===== src/rtl/rca_config.sv =====
// Shared configuration for the pass-through buffer family: data width,
// default depth, mode selection and round-robin channel encoding.
package rca_config;

  localparam int XLEN = 32;
  localparam int PR_PT_DEFAULT_DEPTH = 4;

  typedef enum logic [1:0] {
    PT_IN1   = 2'd0,
    PT_IN2   = 2'd1,
    PT_MERGE = 2'd2
  } pr_pt_mode_t;

  typedef enum logic {
    RR_CH1 = 1'b0,
    RR_CH2 = 1'b1
  } pr_rr_ch_t;

endpackage


===== src/rtl/pr_pt_fifo.sv =====
// Circular FIFO: unreset storage, wrapping head/tail pointers and entry count.
// The head word is read combinationally from registered state.
module pr_pt_fifo #(
  parameter int WIDTH = 32,
  parameter int DEPTH = 4
) (
  input  logic                         clk,
  input  logic                         rst,
  input  logic                         push,
  input  logic                         pop,
  input  logic [WIDTH-1:0]             wdata,
  output logic [WIDTH-1:0]             rdata,
  output logic [$clog2(DEPTH+1)-1:0]   count
);

  localparam int PTR_W = $clog2(DEPTH);
  localparam int OCC_W = $clog2(DEPTH+1);
  localparam logic [PTR_W-1:0] LAST_PTR = PTR_W'(DEPTH - 1);

  logic [WIDTH-1:0] mem [DEPTH];
  logic [PTR_W-1:0] head_reg;
  logic [PTR_W-1:0] tail_reg;
  logic [OCC_W-1:0] count_reg;
  logic             pop_ok;

  // Guard against popping an empty buffer even if the caller misbehaves.
  assign pop_ok = pop && (count_reg != '0);

  always_ff @(posedge clk) begin
    if (push) begin
      mem[tail_reg] <= wdata;
    end
  end

  always_ff @(posedge clk or negedge rst) begin
    if (!rst) begin
      head_reg  <= '0;
      tail_reg  <= '0;
      count_reg <= '0;
    end else begin
      if (push) begin
        tail_reg <= (tail_reg == LAST_PTR) ? '0 : tail_reg + 1'b1;
      end
      if (pop_ok) begin
        head_reg <= (head_reg == LAST_PTR) ? '0 : head_reg + 1'b1;
      end
      case ({push, pop_ok})
        2'b10:   count_reg <= count_reg + 1'b1;
        2'b01:   count_reg <= count_reg - 1'b1;
        default: count_reg <= count_reg;
      endcase
    end
  end

  assign rdata = mem[head_reg];
  assign count = count_reg;

endmodule


===== src/rtl/pr_module_pt_buffered.sv =====
// Buffered pass-through: forwards one input channel (or a round-robin merge of
// both) into a FIFO. Arbitration and acks live here; storage is in pr_pt_fifo.
module pr_module_pt_buffered
  import rca_config::*;
#(
  parameter int          WIDTH = XLEN,
  parameter int          DEPTH = PR_PT_DEFAULT_DEPTH,
  parameter pr_pt_mode_t MODE  = PT_IN2
) (
  input  logic                       clk,
  input  logic                       rst,
  input  logic [WIDTH-1:0]           data_in1,
  input  logic [WIDTH-1:0]           data_in2,
  input  logic                       data_valid_in1,
  input  logic                       data_valid_in2,
  output logic                       data_in_ack1,
  output logic                       data_in_ack2,
  output logic                       uses_data_in1,
  output logic                       uses_data_in2,
  output logic [WIDTH-1:0]           data_out,
  output logic                       data_valid_out,
  input  logic                       data_out_ack,
  output logic [$clog2(DEPTH+1)-1:0] occupancy,
  output logic [WIDTH-1:0]           addr,
  output logic [WIDTH-1:0]           data,
  output logic [2:0]                 fn3,
  output logic                       load,
  output logic                       store,
  output logic                       new_request,
  input  logic                       lsq_full,
  input  logic                       load_complete,
  input  logic [WIDTH-1:0]           load_data
);

  localparam int OCC_W = $clog2(DEPTH+1);
  localparam logic [OCC_W-1:0] FULL_COUNT = OCC_W'(DEPTH);

  pr_rr_ch_t        rr_ptr_reg;
  logic             pop;
  logic             space;
  logic             grant1;
  logic             grant2;
  logic             push;
  logic [WIDTH-1:0] push_data;
  logic             unused_lsq;

  assign uses_data_in1 = (MODE == PT_IN1) || (MODE == PT_MERGE);
  assign uses_data_in2 = (MODE == PT_IN2) || (MODE == PT_MERGE);

  assign data_valid_out = (occupancy != '0);
  assign pop   = data_valid_out && data_out_ack;
  assign space = (occupancy < FULL_COUNT) || pop;

  // Acks are held low while reset is asserted, even though the buffer is empty.
  always_comb begin
    grant1 = 1'b0;
    grant2 = 1'b0;
    if (rst && space) begin
      case (MODE)
        PT_IN1: grant1 = data_valid_in1;
        PT_IN2: grant2 = data_valid_in2;
        PT_MERGE: begin
          if (data_valid_in1 && data_valid_in2) begin
            grant1 = (rr_ptr_reg == RR_CH1);
            grant2 = (rr_ptr_reg == RR_CH2);
          end else begin
            grant1 = data_valid_in1;
            grant2 = data_valid_in2;
          end
        end
        default: begin
          grant1 = 1'b0;
          grant2 = 1'b0;
        end
      endcase
    end
  end

  // After each grant the pointer names the other channel, so contention alternates.
  always_ff @(posedge clk or negedge rst) begin
    if (!rst) begin
      rr_ptr_reg <= RR_CH1;
    end else if (grant1) begin
      rr_ptr_reg <= RR_CH2;
    end else if (grant2) begin
      rr_ptr_reg <= RR_CH1;
    end
  end

  assign data_in_ack1 = grant1;
  assign data_in_ack2 = grant2;
  assign push      = grant1 || grant2;
  assign push_data = grant1 ? data_in1 : data_in2;

  pr_pt_fifo #(
    .WIDTH (WIDTH),
    .DEPTH (DEPTH)
  ) u_fifo (
    .clk   (clk),
    .rst   (rst),
    .push  (push),
    .pop   (pop),
    .wdata (push_data),
    .rdata (data_out),
    .count (occupancy)
  );

  // This block never issues memory requests; the LSQ response side is unused.
  assign addr        = '0;
  assign data        = '0;
  assign fn3         = '0;
  assign load        = 1'b0;
  assign store       = 1'b0;
  assign new_request = 1'b0;
  assign unused_lsq  = ^{lsq_full, load_complete, load_data};

endmodule


===== config.mk =====
export PLATFORM = sky130hd
export DESIGN_NAME = pr_module_pt_buffered
export DESIGN_NICKNAME = d
export VERILOG_FILES = /design/src/rtl/rca_config.sv /design/src/rtl/pr_pt_fifo.sv /design/src/rtl/pr_module_pt_buffered.sv
export SDC_FILE = /design/constraint.sdc
export NUM_CORES = 1
export LEC_CHECK = 0
export BUFFER_PORTS_ARGS = -buffer_cell sky130_fd_sc_hd__buf_4
export CORE_ASPECT_RATIO = 0.5
export CORE_UTILIZATION = 40
export CTS_BUF_LIST = sky130_fd_sc_hd__clkbuf_8
export DETAILED_ROUTE_END_ITERATION = 12
export PLACE_DENSITY_LB_ADDON = 0.05
export SYNTH_ARGS = -nofsm -noshare
export SYNTH_HDL_FRONTEND = slang
export SYNTH_HIERARCHICAL = 1
export SYNTH_SLANG_ARGS = --single-unit

===== constraint.sdc =====
create_clock -name clk -period 3.2 [get_ports clk]
set_input_delay 0.64 -clock clk [delete_from_list [all_inputs] [get_ports clk]]
set_output_delay 0.64 -clock clk [all_outputs]
set_load 0.005 [all_outputs]

==> metrics, run 1 <==
outcome=finished clean; CTS Buffer Depth=2; Vert. Die Dim=86.23 um; mux share of post-synthesis cell area=13.34%; crit end category=primary output; Pwr Total=5.292 mW; vias per std cell=4.427; worst min path class=input pin to flop; Antenna Violating Nets Remaining=0; WP buf/inv=2; total clock sinks=135; Slew Limit Fails=0; Reg clk slew, reported paths=0.08 ns; minimum clock period=2.724 ns; I/O Buffers=72; Clk Latency, worst-skew pair=0.42 ns; Hold Slack=0.4097 ns; Synth Area in Compound Gates=0.6173%; CTS root buf=clkbuf_8; Mapped Area=5675 um2; overall routing resource usage=14.00%; clk_skew=0.009761 ns; Crit Path Class=flop to primary output; worst slew pin tran=0.5934 ns; final hold viol count=0; register area share after synthesis=70.81%; DRC viols=0; cell count after synthesis=286; final wirelength=9.423 mm; Starting Density=41.42%; fmax=367.2 MHz; share of layout cells above drive strength 1=37.53%; DR WL/cell=16.22 um; # diodes=0; Pre-antenna DRT Iters=4; die area=14700 um2; CP peak stage delay=0.69 ns; 1st-iter DRT viols=102; Max transition margin=60.44%; post-DP HPWL=6.047 mm; Distinct cells, synth=28; largest net degree at the start of global routing=26; Startpoint Class=flop; launch point of the worst path=u_fifo/head_reg[0]$_DFFE_PN0P_; Max Cap Violations=0; post-route clock period utilization=85.11%; Worst R2R Start=u_fifo/count[2]$_DFFE_PN0P_; Setup Viol. Count Final=0; FF+latch count, synth=135; vias in the first global route=2559; Site Rows=30; die width=170.5 um; setup_tns=0 ns; largest family of logic cells by synthesized area=multiplexers; static leakage=2.481 nW; Nets=486; max FFs per register=128; RSZ-0062 raised after global routing=no; crit-path leading delay family=flip-flops; via count=2572; total grt overflow=0; Critical-path top delay cell=dfrtp_2; # fillers=1140; HP Start=data_in2[24]; H-tree depth=4; CTS tree=yes; crit path DAT=2.08 ns; FF+latch area=4020 um2; Ys Warns=6; multi-input combinational cell area=1260 um2; Worst Path Max Fanout=15; Synth Area in Simple Gates=1.190%; CP Data Required Time=2.56 ns; Syn Area/Cell=19.84 um2; core area=13700 um2; peak supply drop=0.4052 mV; most frequent CP cell=buf_4; routability congestion estimate=0.6349; Adder-Cell Fraction of Synth Area=1.675%; PD cells=793.5 nW/um2; initial antenna violation count=0; first-pass GRT wire length=14.46 mm; Post-Synth XOR/XNOR Area=0.4630%; worst path cell trace=buf_4 > mux4_2 > buf_4; TritonCTS buffer count=17; area grow syn2layout=17.50%; I/O pin cnt=213
[cell usage after synthesis (all sizes together)]
| library cell | count | share of area (%) |
|---|---|---|
| edfxtp | 128 | 68 |
| buf | 80 | 11 |
| mux4 | 32 | 13 |
| inv | 8 | 0.53 |
| dfrtp | 7 | 3.1 |
| ha | 6 | 1.3 |
| and2 | 5 | 0.60 |
| conb | 2 | 0.13 |
| nand2 | 2 | 0.13 |
| o21ai | 2 | 0.18 |
| or3 | 2 | 0.31 |
| xor2 | 2 | 0.31 |
| a21o | 1 | 0.13 |
| a21oi | 1 | 0.088 |
| clkbuf | 1 | 0.066 |
| fa | 1 | 0.35 |
| mux2 | 1 | 0.20 |
| mux2i | 1 | 0.18 |
| nor2 | 1 | 0.066 |
| nor3 | 1 | 0.088 |
| o31ai | 1 | 0.22 |
| xnor2 | 1 | 0.15 |
[layer usage]
metal | global-route usage, % | vias up | wire length [um]
li1 | - | 1134 | -
met1 | 18.56 | 1326 | 4290
met2 | 21.57 | 105 | 4595
met3 | 4.566 | 7 | 469
met4 | 5.651 | 0 | 68
met5 | 0 | - | 0
[layout by cell type, fill, tap and decap left out, types with 3 or more instances in the layout]
cell type and instances:
edfxtp_1 128, buf_4 75, conb_1 73, mux4_2 28, clkbuf_8 17, inv_1 10, ha_1 6, dfrtp_1 6
bufinv_16 5, buf_12 5, mux4_1 4, and2_2 4, clkinvlp_4 3
[where the power goes]
part	internal [mW]	total, mW	switching (mW)	leakage [nW]
sequential	2.13	2.28	0.151	1.24
clock	0.918	1.56	0.641	0.222
combinational	0.851	1.45	0.599	1.02
[cell type report]
cell class                      instances  share of cell area (%)
Sequential cell                       135                   60.28
Multi-Input combinational cell        133                   18.89
Timing Repair Buffer                   81                   10.09
Tap cell                              192                   3.602
Clock buffer                           17                   3.508
Clock inverter                         15                   3.171
Inverter                                8                  0.4503
[worst register-to-register path, stage by stage, from the launching register on]
cell and delay, ns:
dfrtp_1 0.44, a21oi_1 0.52, and2_2 0.62, buf_12 0.25
[per-stage QoR]
step | cell area (um2) | std cells | utilization (%) | worst slack (ns)
floorplan | 5942 | 357 | - | 0.9046
global placement | 6213 | 548 | 45.35 | 0.7117
detailed placement | 6213 | 548 | 45.35 | 0.6451
CTS | 6669 | 581 | 48.68 | 0.4102
global route | 6669 | 581 | 48.68 | 0.3322
finish | 6669 | 581 | 48.68 | 0.4764
[logic make-up (layout without fill, tap and decap cells)]
group,count (synthesis),in the layout
fa+ha+maj,7,7
other cells,2,73
simple gates,11,11
buf+inv,89,121
mux,34,34
compound gates,5,5
xor+xnor,3,3
flops,135,135
[path summary, 6_finish.rpt]
path	cells after the start	slack, ns	to
min	1	0.41	u_fifo/mem[3][24]$_DFFE_PP_
max	3	0.48	data_out[0]
max reg2reg	3	1.06	u_fifo/mem[2][22]$_DFFE_PP_
min reg2reg	1	0.58	u_fifo/count[2]$_DFFE_PN0P_
min in group asynchronous	2	0.56	u_fifo/count[1]$_DFFE_PN0P_
max in group asynchronous	2	2.50	u_fifo/head_reg[0]$_DFFE_PN0P_
[repair_timing]
action,CTS,global route
hold buffers,1,0
endpoints found under the hold margin,5,0
setup buffers,0,0
endpoints found under the setup margin,0,0
resized for setup,0,0
Note: power is estimated with default switching activity, not from simulation.
==> inputs of run 2 (changes only) <==
--- a/config.mk
+++ b/config.mk
@@ -6,7 +6,6 @@
 export NUM_CORES = 1
 export LEC_CHECK = 0
 export BUFFER_PORTS_ARGS = -buffer_cell sky130_fd_sc_hd__buf_4
-export CORE_ASPECT_RATIO = 0.5
 export CORE_UTILIZATION = 40
 export CTS_BUF_LIST = sky130_fd_sc_hd__clkbuf_8
 export DETAILED_ROUTE_END_ITERATION = 12
==> metrics, run 2 (synthesis gave the netlist of run 1 again) <==
Worst R2R End=u_fifo/count[2]$_DFFE_PN0P_ (was u_fifo/mem[2][22]$_DFFE_PP_); Max Cap Violations=0 (unchanged); TritonCTS buffer count=17 (unchanged); outcome=finished clean (unchanged); Reg2Reg Setup Slack=1.07 ns (was 1.06 ns); post-DP HPWL=5.651 mm (was 6.047 mm); worst slew pin tran=0.5723 ns (was 0.5934 ns); HP Start=data_in2[3] (was data_in2[24]); cts hold-fix bufs=1 (unchanged); placed cell count=537 (was 548); non-filler instance count after layout=570 (was 581); fmax=369.7 MHz (was 367.2 MHz); Crit Path Class=input pin to primary output (was flop to primary output); finished layout cell area=6631 um2 (was 6669 um2); Hold Path Depth=1 (unchanged); initial antenna violation count=0 (unchanged); vias per std cell=4.407 (was 4.427); Nets=487 (was 486); r2r worst-path depth=10 (was 3); post-route clock period utilization=84.52% (was 85.11%); Site Rows=43 (was 30); die width=121.1 um (was 170.5 um); die area=14670 um2 (was 14700 um2); Worst Hold Endpoint=u_fifo/mem[0][3]$_DFFE_PP_ (was u_fifo/mem[3][24]$_DFFE_PP_); clk_skew=0.006661 ns (was 0.009761 ns); vias in the first global route=2603 (was 2559); I/O Buffers=72 (unchanged); Antenna Violating Nets Remaining=0 (unchanged); Pwr Total=5.219 mW (was 5.292 mW); total grt overflow=0 (unchanged); I/O pin cnt=213 (unchanged); total clock sinks=135 (unchanged); most frequent cells in the layout=128 x edfxtp_1, 77 x buf_4, 73 x conb_1, 28 x mux4_2, 17 x clkbuf_8 (was 128 x edfxtp_1, 75 x buf_4, 73 x conb_1, 28 x mux4_2, 17 x clkbuf_8); CTS root buf=clkbuf_8 (unchanged); Vert. Die Dim=121.1 um (was 86.23 um); Max transition margin=61.85% (was 60.44%); DR WL/cell=16.04 um (was 16.22 um); largest net degree at the start of global routing=33 (was 26); 1st-iter DRT viols=187 (was 102); Reg clk slew, reported paths=0.07 ns (was 0.08 ns); # diodes=0 (unchanged); routability congestion estimate=0.6497 (was 0.6349); CTS Buffer Depth=2 (unchanged); overall routing resource usage=13.77% (was 14.00%); Startpoint Class=input pin (was flop); # fillers=1176 (was 1140); area grow syn2layout=16.84% (was 17.50%); minimum clock period=2.705 ns (was 2.724 ns); Worst Path Max Fanout=9 (was 15); crit end category=primary output (unchanged); PD cells=787.1 nW/um2 (was 793.5 nW/um2); H-tree depth=4 (unchanged); # Post-CTS Setup Buffers=0 (unchanged); core area=13880 um2 (was 13700 um2); final hold viol count=0 (unchanged); cts repair resizes=0 (unchanged); max FFs per register=128 (unchanged); Starting Density=40.89% (was 41.42%); setup_tns=0 ns (unchanged); crit path DAT=2.06 ns (was 2.08 ns); Hold Slack=0.4071 ns (was 0.4097 ns); static leakage=2.488 nW (was 2.481 nW); dpl cell area=6195 um2 (was 6213 um2); Clk Latency, worst-skew pair=0.42 ns (about the same); RSZ-0062 raised after global routing=no (unchanged); commonest non-fill, non-tap cell in the layout=edfxtp_1 (unchanged); worst min path class=input pin to flop (unchanged); via count=2512 (was 2572); Pre-antenna DRT Iters=6 (was 4); DRC viols=0 (unchanged); CTS tree=yes (unchanged); Setup Viol. Count Final=0 (unchanged); first-pass GRT wire length=14.10 mm (was 14.46 mm); peak supply drop=0.3345 mV (was 0.4052 mV); final wirelength=9.145 mm (was 9.423 mm); share of layout cells above drive strength 1=37.18% (was 37.53%); CP Data Required Time=2.56 ns (about the same); Slew Limit Fails=0 (unchanged); Worst R2R Start=u_fifo/count[1]$_DFFE_PN0P_ (was u_fifo/count[2]$_DFFE_PN0P_)
run 2: changes by cell type in the layout (fill, tap and decap cells not counted), sizes merged:
cell	before	now
inv	10	11
clkinvlp	3	0
clkinv	5	7
buf	80	81
run 2: final cells by class:
type,count,area [um2],share of cell area (%)
clock inverter,15,192.7,2.906
tap,180,225.2,3.396
multi-input combinational,133,1260,19.00
sequential,135,4021,60.64
inverter,8,30.03,0.4528
timing repair buffer,82,668.1,10.08
clock buffer,17,234.0,3.528
run 2: worst max-delay path by stage:
stage          cells past startpoint                     endpoint      startpoint
5_1_grt                            5                 data_in_ack2             rst
2_1_floorplan                      3   u_fifo/mem[3][0]$_DFFE_PP_  data_valid_in2
4_1_cts                            5                 data_in_ack2             rst
6_report                           5                 data_in_ack2             rst
3_5_place_dp                       5  u_fifo/mem[3][10]$_DFFE_PP_             rst
3_3_place_gp                       5  u_fifo/mem[3][12]$_DFFE_PP_             rst
run 2: per-stage QoR:
| stage | setup WS (ns) | util [%] |
|---|---|---|
| after floorplan | 0.9046 | - |
| after global placement | 0.6867 | 44.63 |
| after detailed placement | 0.7213 | 44.63 |
| after CTS | 0.4675 | 47.77 |
| after global routing | 0.3716 | 47.77 |
| final | 0.4953 | 47.77 |
run 2: layer usage:
metal | wire, um | GRT usage (%) | share of wire [%]
met1 | 3884 | 16.45 | 42
met2 | 4586 | 22.14 | 50
met3 | 576 | 5.169 | 6.3
met5 | 0 | 0 | 0
met4 | 98 | 6.250 | 1.1
run 2: power by group:
part | switching (mW) | leakage, nW | total [mW] | internal, mW
Sequential | 0.146 | 1.24 | 2.28 | 2.13
Clock | 0.597 | 0.229 | 1.50 | 0.905
Combinational | 0.597 | 1.02 | 1.44 | 0.842
Total | 1.34 | 2.49 | 5.22 | 3.88
run 2: critical path: stages:
cell and delay, ns:
dlygate4sd3_1 0.53, buf_4 0.17, nand2_1 0.06, a21oi_1 0.46
buf_4 0.21
==> inputs of run 3 (changes only) <==
==> constraint.sdc (replaced) <==
create_clock -name clk -period 2.25 [get_ports clk]
set_input_delay 0.45 -clock clk [delete_from_list [all_inputs] [get_ports clk]]
set_output_delay 0.45 -clock clk [all_outputs]
set_load 0.005 [all_outputs]
==> metrics, run 3 (synthesis gave the netlist of run 1 again) <==
outcome=finished clean (unchanged); initial antenna violation count=0 (unchanged); crit path DAT=1.76 ns (was 2.06 ns); Reg clk slew, reported paths=0.08 ns (was 0.07 ns); Starting Density=40.89% (unchanged); Site Rows=43 (unchanged); I/O pin cnt=213 (unchanged); Setup Viol. Count Final=0 (unchanged); H-tree depth=4 (unchanged); most frequent cells in the layout=128 x edfxtp_1, 73 x conb_1, 69 x buf_4, 32 x mux4_2 (was 128 x edfxtp_1, 77 x buf_4, 73 x conb_1, 28 x mux4_2, 17 x clkbuf_8); Max Cap Violations=0 (unchanged); crit-path leading delay family=multiplexers (was buffers and inverters); clk_skew=0.01516 ns (was 0.006661 ns); Pre-antenna DRT Iters=6 (unchanged); Nets=496 (was 487); DR WL/cell=16.44 um (was 16.04 um); die width=121.1 um (unchanged); Startpoint Class=flop (was input pin); crit end category=primary output (unchanged); commonest non-fill, non-tap cell in the layout=edfxtp_1 (unchanged); core area=13880 um2 (unchanged); Clk Latency, worst-skew pair=0.44 ns (was 0.42 ns); CTS root buf=clkbuf_8 (unchanged); worst path cell trace=buf_12 > mux4_2 > buf_6 (was dlygate4sd3_1 > buf_4 > nand2_1 > a21oi_1 > buf_4); CTS Buffer Depth=2 (unchanged); share of layout cells above drive strength 1=40.60% (was 37.18%); r2r worst-path depth=10 (unchanged); Worst Hold Endpoint=u_fifo/mem[1][1]$_DFFE_PP_ (was u_fifo/mem[0][3]$_DFFE_PP_); # Post-CTS Setup Buffers=0 (unchanged); vias per std cell=4.404 (was 4.407); Vert. Die Dim=121.1 um (unchanged); worst min path class=input pin to flop (unchanged); area grow syn2layout=19.22% (was 16.84%); fmax=452.4 MHz; Antenna Violating Nets Remaining=0 (unchanged); CP Data Required Time=1.80 ns (was 2.56 ns); minimum clock period=2.210 ns; total grt overflow=0 (unchanged); final hold viol count=0 (unchanged); routability congestion estimate=0.6896 (was 0.6497); Pwr Total=7.720 mW (was 5.219 mW); CTS tree=yes (unchanged); RSZ-0062 raised after global routing=yes (was no); via count=2550 (was 2512); 1st-iter DRT viols=119 (was 187); Slew Limit Fails=0 (unchanged); die area=14670 um2 (unchanged); largest net degree at the start of global routing=23 (was 33); Worst Path Max Fanout=21 (was 9); total clock sinks=135 (unchanged); peak supply drop=0.4857 mV (was 0.3345 mV); final wirelength=9.516 mm (was 9.145 mm); CP peak stage delay=0.55 ns (was 0.53 ns); first-pass GRT wire length=14.35 mm (was 14.10 mm); # diodes=0 (unchanged); PD cells=1141 nW/um2 (was 787.1 nW/um2); HP Start=data_in2[1] (was data_in2[3]); static leakage=2.529 nW (was 2.488 nW); Worst R2R Start=u_fifo/count[1]$_DFFE_PN0P_ (unchanged); FF+latch area=4021 um2 (unchanged); max FFs per register=128 (unchanged); vias in the first global route=2595 (was 2603); TritonCTS buffer count=17 (unchanged); # fillers=1201 (was 1176); Reg2Reg Setup Slack=0.20 ns (was 1.07 ns); Worst R2R End=u_fifo/count[2]$_DFFE_PN0P_ (unchanged); I/O Buffers=72 (unchanged); multi-input combinational cell area=1249 um2 (was 1260 um2); post-DP HPWL=6.006 mm (was 5.651 mm); post-route clock period utilization=98.23%; Hold Path Depth=1 (unchanged); DRC viols=0 (unchanged); Critical-path top delay cell=mux4_2 (was dlygate4sd3_1); Levels on crit path=3 (was 5); Hold Slack=0.2005 ns (was 0.4071 ns); overall routing resource usage=14.04% (was 13.77%); WP buf/inv=2 (was 3); Crit Path Class=flop to primary output (was input pin to primary output)
-- run 3: what timing repair did --
action	in CTS	in global routing
hold buffers	1	0
resized for setup	13	9
gates cloned	0	0
hold endpoints to repair	7	0
endpoints found under the setup margin	13	20
-- run 3: area by class of cell --
| cell class | instances | share of cell area [%] |
|---|---|---|
| multi-input combinational | 133 | 18.45 |
| inverter | 8 | 0.4438 |
| clock inverter | 15 | 3.070 |
| sequential | 135 | 59.43 |
| timing repair buffer | 91 | 11.82 |
| tap | 180 | 3.328 |
| clock buffer | 17 | 3.458 |
-- run 3: layer usage --
layer  track usage [%]  wire length [um]
met1             17.14              4129
met2             22.61              4772
met3             4.464               447
met4             6.713               167
met5                 0                 0
-- run 3: stage by stage --
| step | utilization (%) | setup slack [ns] | area, um2 | TNS [ns] | cells |
|---|---|---|---|---|---|
| 6_report | 48.75 | 0.03972 | 6766 | 0 | 579 |
| 5_1_grt | 48.75 | -0.05186 | 6766 | -0.4716 | 579 |
| 4_1_cts | 48.56 | -0.01546 | 6740 | -0.05220 | 579 |
| 3_5_place_dp | 45.11 | 0.1985 | 6262 | 0 | 546 |
| 3_3_place_gp | 45.11 | 0.2050 | 6262 | 0 | 546 |
| 2_1_floorplan | - | 0.1446 | 5942 | 0 | 357 |
-- run 3: worst max-delay path by stage --
stage | end | slack, ns | startpoint
after global placement | u_fifo/count[2]$_DFFE_PN0P_ | 0.21 | u_fifo/count[1]$_DFFE_PN0P_
after global routing | data_out[30] | -0.05 | u_fifo/head_reg[0]$_DFFE_PN0P_
after CTS | data_out[3] | -0.02 | u_fifo/head_reg[0]$_DFFE_PN0P_
final | data_out[30] | 0.04 | u_fifo/head_reg[0]$_DFFE_PN0P_
after floorplan | u_fifo/mem[3][0]$_DFFE_PP_ | 0.14 | data_valid_in2
after detailed placement | u_fifo/count[1]$_DFFE_PN0P_ | 0.20 | u_fifo/count[1]$_DFFE_PN0P_
-- run 3: power breakdown --
group	leakage (nW)	switching [mW]	internal, mW
logic	1.07	1.02	1.38
clock network	0.218	0.902	1.30
registers	1.24	0.0851	3.03
total	2.53	2.01	5.71
